$ cat src/rtl/bpred_update_queue.sv
// bpred_update_queue
// Buffers resolved control-flow outcomes from execute and presents them to the
// branch predictor's update port one entry per cycle, holding entries while
// the predictor stalls. Also derives the mispredict flag, the BTB/bimodal
// write payload and the predictor memory byte enable for the head entry.
module bpred_update_queue #(
    parameter int DEPTH = 4
) (
    input  logic        clk,
    input  logic        reset,
    input  logic        ex_valid,
    input  logic        ex_is_branch,
    input  logic [31:0] ex_pc4,
    input  logic [31:0] ex_actual_target,
    input  logic        ex_actual_dir,
    input  logic        ex_pred_dir,
    input  logic [31:0] ex_pred_target,
    input  logic [11:0] ex_bimodal,
    input  logic [8:0]  ex_carry,
    output logic        ex_ready,
    input  logic        pred_stall,
    output logic        upd_valid,
    output logic [31:0] upd_pc4,
    output logic [31:0] upd_target,
    output logic        upd_dir,
    output logic        upd_miss,
    output logic [11:0] upd_bimodal,
    output logic [29:0] upd_btb_data,
    output logic [8:0]  upd_carry_data,
    output logic [3:0]  upd_byte_en,
    output logic [31:0] miss_count,
    output logic [31:0] update_count,
    output logic [15:0] overflow_count
);

    localparam int AW = $clog2(DEPTH);

    typedef struct packed {
        logic [31:0] pc4;
        logic [31:0] target;
        logic        dir;
        logic        miss;
        logic [11:0] bimodal;
        logic [8:0]  carry;
    } entry_t;

    entry_t        entry_q [DEPTH];
    entry_t        entry_d [DEPTH];
    logic [AW-1:0] wr_ptr_q, wr_ptr_d;
    logic [AW-1:0] rd_ptr_q, rd_ptr_d;
    logic [AW:0]   count_q, count_d;
    logic [31:0]   miss_count_q, miss_count_d;
    logic [31:0]   update_count_q, update_count_d;
    logic [15:0]   overflow_count_q, overflow_count_d;

    logic   full;
    logic   empty;
    logic   push;
    logic   pop;
    logic   reject;
    logic   ex_miss;
    entry_t new_entry;
    entry_t head;

    // Occupancy flags and handshake qualifiers; ready depends on count only
    always_comb begin
        full      = (count_q == (AW+1)'(DEPTH));
        empty     = (count_q == '0);
        push      = ex_valid & ex_is_branch & ~full;
        reject    = ex_valid & ex_is_branch & full;
        pop       = ~empty & ~pred_stall;
        ex_miss   = (ex_actual_dir != ex_pred_dir)
                  | (ex_actual_dir & ex_pred_dir & (ex_actual_target != ex_pred_target));
        new_entry = '{pc4:     ex_pc4,
                      target:  ex_actual_target,
                      dir:     ex_actual_dir,
                      miss:    ex_miss,
                      bimodal: ex_bimodal,
                      carry:   ex_carry};
    end

    // Next-state for pointers, occupancy and statistics
    always_comb begin
        wr_ptr_d         = wr_ptr_q;
        rd_ptr_d         = rd_ptr_q;
        count_d          = count_q;
        miss_count_d     = miss_count_q;
        update_count_d   = update_count_q;
        overflow_count_d = overflow_count_q;
        if (push) begin
            wr_ptr_d = wr_ptr_q + AW'(1);
        end
        if (pop) begin
            rd_ptr_d       = rd_ptr_q + AW'(1);
            update_count_d = update_count_q + 32'd1;
            if (head.miss) begin
                miss_count_d = miss_count_q + 32'd1;
            end
        end
        if (push && !pop) begin
            count_d = count_q + (AW+1)'(1);
        end else if (pop && !push) begin
            count_d = count_q - (AW+1)'(1);
        end
        if (reject && (overflow_count_q != 16'hFFFF)) begin
            overflow_count_d = overflow_count_q + 16'd1;
        end
    end

    // Next-state for entry storage: only the tail slot is written on a push
    always_comb begin
        for (int i = 0; i < DEPTH; i++) begin
            entry_d[i] = entry_q[i];
        end
        if (push) begin
            entry_d[wr_ptr_q] = new_entry;
        end
    end

    // Control state registers; reset discards pending entries and statistics
    always_ff @(posedge clk) begin
        if (reset) begin
            wr_ptr_q         <= '0;
            rd_ptr_q         <= '0;
            count_q          <= '0;
            miss_count_q     <= '0;
            update_count_q   <= '0;
            overflow_count_q <= '0;
        end else begin
            wr_ptr_q         <= wr_ptr_d;
            rd_ptr_q         <= rd_ptr_d;
            count_q          <= count_d;
            miss_count_q     <= miss_count_d;
            update_count_q   <= update_count_d;
            overflow_count_q <= overflow_count_d;
        end
    end

    // Entry storage registers; contents are don't-care until written
    always_ff @(posedge clk) begin
        for (int i = 0; i < DEPTH; i++) begin
            entry_q[i] <= entry_d[i];
        end
    end

    // Update port driven purely from the registered head entry and count
    always_comb begin
        head           = entry_q[rd_ptr_q];
        ex_ready       = ~full;
        upd_valid      = ~empty;
        upd_pc4        = head.pc4;
        upd_target     = head.target;
        upd_dir        = head.dir;
        upd_miss       = head.miss;
        upd_bimodal    = head.bimodal;
        upd_btb_data   = head.target[31:2];
        upd_carry_data = head.carry;
        upd_byte_en    = head.dir ? 4'b1111 : 4'b0001;
        miss_count     = miss_count_q;
        update_count   = update_count_q;
        overflow_count = overflow_count_q;
    end

endmodule
$ cat config.mk
export PLATFORM = sky130hd
export DESIGN_NAME = bpred_update_queue
export DESIGN_NICKNAME = d
export VERILOG_FILES = /design/src/rtl/bpred_update_queue.sv
export SDC_FILE = /design/constraint.sdc
export NUM_CORES = 1
export LEC_CHECK = 0
export CORE_ASPECT_RATIO = 1.2
export CORE_MARGIN = 3
export CORE_UTILIZATION = 40
export DETAILED_ROUTE_END_ITERATION = 10
export DONT_BUFFER_PORTS = 1
export GPL_TIMING_DRIVEN = 0
export PLACE_DENSITY = 0.55
export SYNTH_ARGS = -nofsm -noshare
export SYNTH_HDL_FRONTEND = slang
export SYNTH_SLANG_ARGS = --single-unit
$ cat constraint.sdc
create_clock -name clk -period 12.7 [get_ports clk]
set_input_delay 3.81 -clock clk [delete_from_list [all_inputs] [get_ports clk]]
set_output_delay 3.81 -clock clk [all_outputs]
set_load 0.05 [all_outputs]
==> impl_metrics.toml <==
[outcome]
outcome = "completed"

[routing]
drt-total-wl_um = 38000
drc = 0
drtIter0Drc = 450
firstDrtPassIters = 6
detail-route-antenna-nets = 0
post_drt_wl_per_cell_um = 22.9
vias = 8890
via_per_inst = 5.36

[sta]
slew-limit-headroom_pct = 22.3
fin_skew_ns = 0.0181
hold_viol_final = 0
worst_slew_pin_slew_ns = 1.15
fmax_mhz = 142
period_needed_ns = 7.03
maxSlewViolCount = 0
setup_viol = 0
whs_ns = 0.512
rsz0062_at_grt = "no"
timing.final.ws_setup_ns = 5.67
period_share_pct = 55.4
fin_tns_setup_ns = 0

[clock_network]
clk_pin_slew_ns = 0.06
tritoncts = "yes"
post-cts-setup-buffers = 0
numCtsBuffers = 44
post_cts_resized = 0
cts_buffer_depth = 3
htree_levels = 2
clk_latency_ns = 0.55
root_buffer = "clkbuf_16"
ctsHoldBuffers = 0
clock_sinks = 437

[setup_path]
arrival_ns = 3.22
cp_num_buf_inv = 4
worstRegToRegCells = 7
crit_chain = "clkbuf_1, clkbuf_1, buf_1, mux4_2, buf_4"
r2r_end = "miss_count[29]"
required_ns = 8.89
cpMostUsedCell = "clkbuf_1"
cp_top_family = "buffers and inverters"
critPathMaxFanout = 10
criticalPathCategory = "reg2out"
critPathCaptureType = "primary output"
r2r_setup_slack_ns = 9.96
worstSetupStartpointType = "flip-flop"
cp_slowest_stage_delay_ns = 0.60
cpMaxStageDelayCell = "mux4_2"

[placement]
place_area_sq_um = 18000
dp_cells = 1577
dp_slack_ns = 6.10
dpl.hpwl_um = 25600
io_buffers = 0
place.gp.congestion = 0.790

[yosys]
syn_area_sq_um = 17200
yosysSeqAreaShare_pct = 71.0
yosysUniqueCellTypes = 38
ys_ff_latch = 437
syn_inst = 1027
syn_nets = 1161
ys.flop_type = "edfxtp_1"
synthArstFlopShare_pct = 0
yosys_warnings = 0
synth-edff-count = 348
syn_area_per_cell_sq_um = 16.8

[layout]
utilization_pct = 46.0
area_growth_pct = 12.6
diodes = 0
nNetsFinal = 1211
stdcell_count = 1659
drive_gt1_share_pct = 18.1
final_cell_area_sq_um = 19400

[floorplan]
coreArea_sq_um = 42200
die_y_um = 233
ios = 327
num_rows = 82
start_util_pct = 40.8
die-area_sq_um = 45600
die_x_um = 195

[grt]
grt_first_pass_wirelength_um = 55900
grt_pass1_vias = 9135
track_usage_pct = 16.1
grt_max_degree = 53
grt-ovfl-total = 0
antenna_found_initial = 1

[power]
power_density_nw_per_um2 = 208
max-vdd-ir-drop_mv = 0.126
p_total_mw = 4.03
leakage_nw = 5.93

[flow_run]
cap_violations = 0

[min_path]
holdCritPathClass = "reg2reg"
min-delay-start = "count_q[2]"
hold-path-endpoint = "count_q[2]"
hold_depth = 2
[placed cells by master (no fill, tap or decap), types with 2 or more instances in the layout]
cell,instances
edfxtp_1,348
ha_1,9
clkinv_2,6
nor2_1,70
clkbuf_8,4
buf_2,3
buf_16,4
or4_1,4
nand2_1,31
o31ai_1,2
mux2i_1,2
xnor2_1,46
buf_1,6
mux4_2,87
inv_6,2
o21ai_0,21
nor3b_1,3
and4_1,6
clkinvlp_4,2
or3_1,22
nor3_1,26
clkinv_1,11
and2_1,4
and3_1,4
inv_4,2
inv_1,19
and2_4,4
nand3_1,26
clkbuf_16,44
xor2_1,46
buf_4,35
nand4_1,23
dfxtp_1,89
clkbuf_1,38
a21oi_1,25
nor4_1,24
[flip-flops by register name, indices dropped and copies added (netlist names), named ones only]
register and flops:
rd_ptr_q 2, entry_q 348, update_count 32, overflow_count 16, miss_count 32, wr_ptr_q 2
count_q 3
[power breakdown]
part           leakage, nW  switching, mW  total [mW]  internal (mW)
clock network        0.673          0.528        1.22          0.688
registers             3.88         0.0367        1.65           1.62
logic                 1.38          0.871        1.16          0.291
[cell families after synthesis]
group,count (synthesis),synth area share (%)
flip-flops,437,71.0
AND/OR/NAND/NOR,253,7.64
buffers and inverters,95,2.85
XOR/XNOR,92,4.68
multiplexers,89,11.5
AO/OA/AOI/OAI,50,1.53
adder cells (fa/ha/maj),10,0.770
other,1,0.0218
[metal layers]
metal,track usage (%),wire [um]
met1,19.7,14900
met2,27.4,19100
met3,5.84,3290
met4,3.92,702
met5,0,0
[how the worst max path moves through the flow]
stage | from | endpoint | slack [ns] | depth (start not counted)
2_1_floorplan | ex_valid | entry_q[0][0] | 5.98 | 3
3_3_place_gp | ex_valid | entry_q[2][63] | 3.97 | 3
3_5_place_dp | flip-flop | upd_target[28] | 6.10 | 5
4_1_cts | flip-flop | upd_target[28] | 5.49 | 5
5_1_grt | flip-flop | upd_target[31] | 5.44 | 5
6_report | flip-flop | upd_target[31] | 5.67 | 5
[synthesized netlist by cell type, types with 19 or more instances]
library cell    n  area share, %
nor3_1         26           0.76
nand2_1        31           0.68
o21ai_0        21           0.61
mux4_2         87             11
dfxtp_1        89             10
xnor2_1        46            2.3
edfxtp_1      348             61
nand4_1        23           0.84
xor2_1         46            2.3
a21oi_1        25           0.73
buf_4          35            1.5
nand3_1        26           0.76
inv_1          19           0.41
nor4_1         24           0.87
clkbuf_1       31           0.68
nor2_1         70            1.5
or3_1          22           0.80
[worst register-to-register path: cells and delay by family (launching register included)]
| family | cells | cell delay, ns |
|---|---|---|
| and+or+nand+nor | 3 | 1.10 |
| muxes | 1 | 0.58 |
| buffers and inverters | 2 | 0.54 |
| DFF | 1 | 0.30 |
| AOI/OAI and AO/OA | 1 | 0.15 |
[cell type report]
cell class                 count  area [sq um]
fill                        3680         22800
buffer                        75           417
inverter                      20          75.1
sequential                   437         12200
tap                          546           683
timing repair buffer           4           110
clock inverter                26           183
clock buffer                  56          1190
multi-input combinational    495          4510
(Power assumes the default switching activity.)
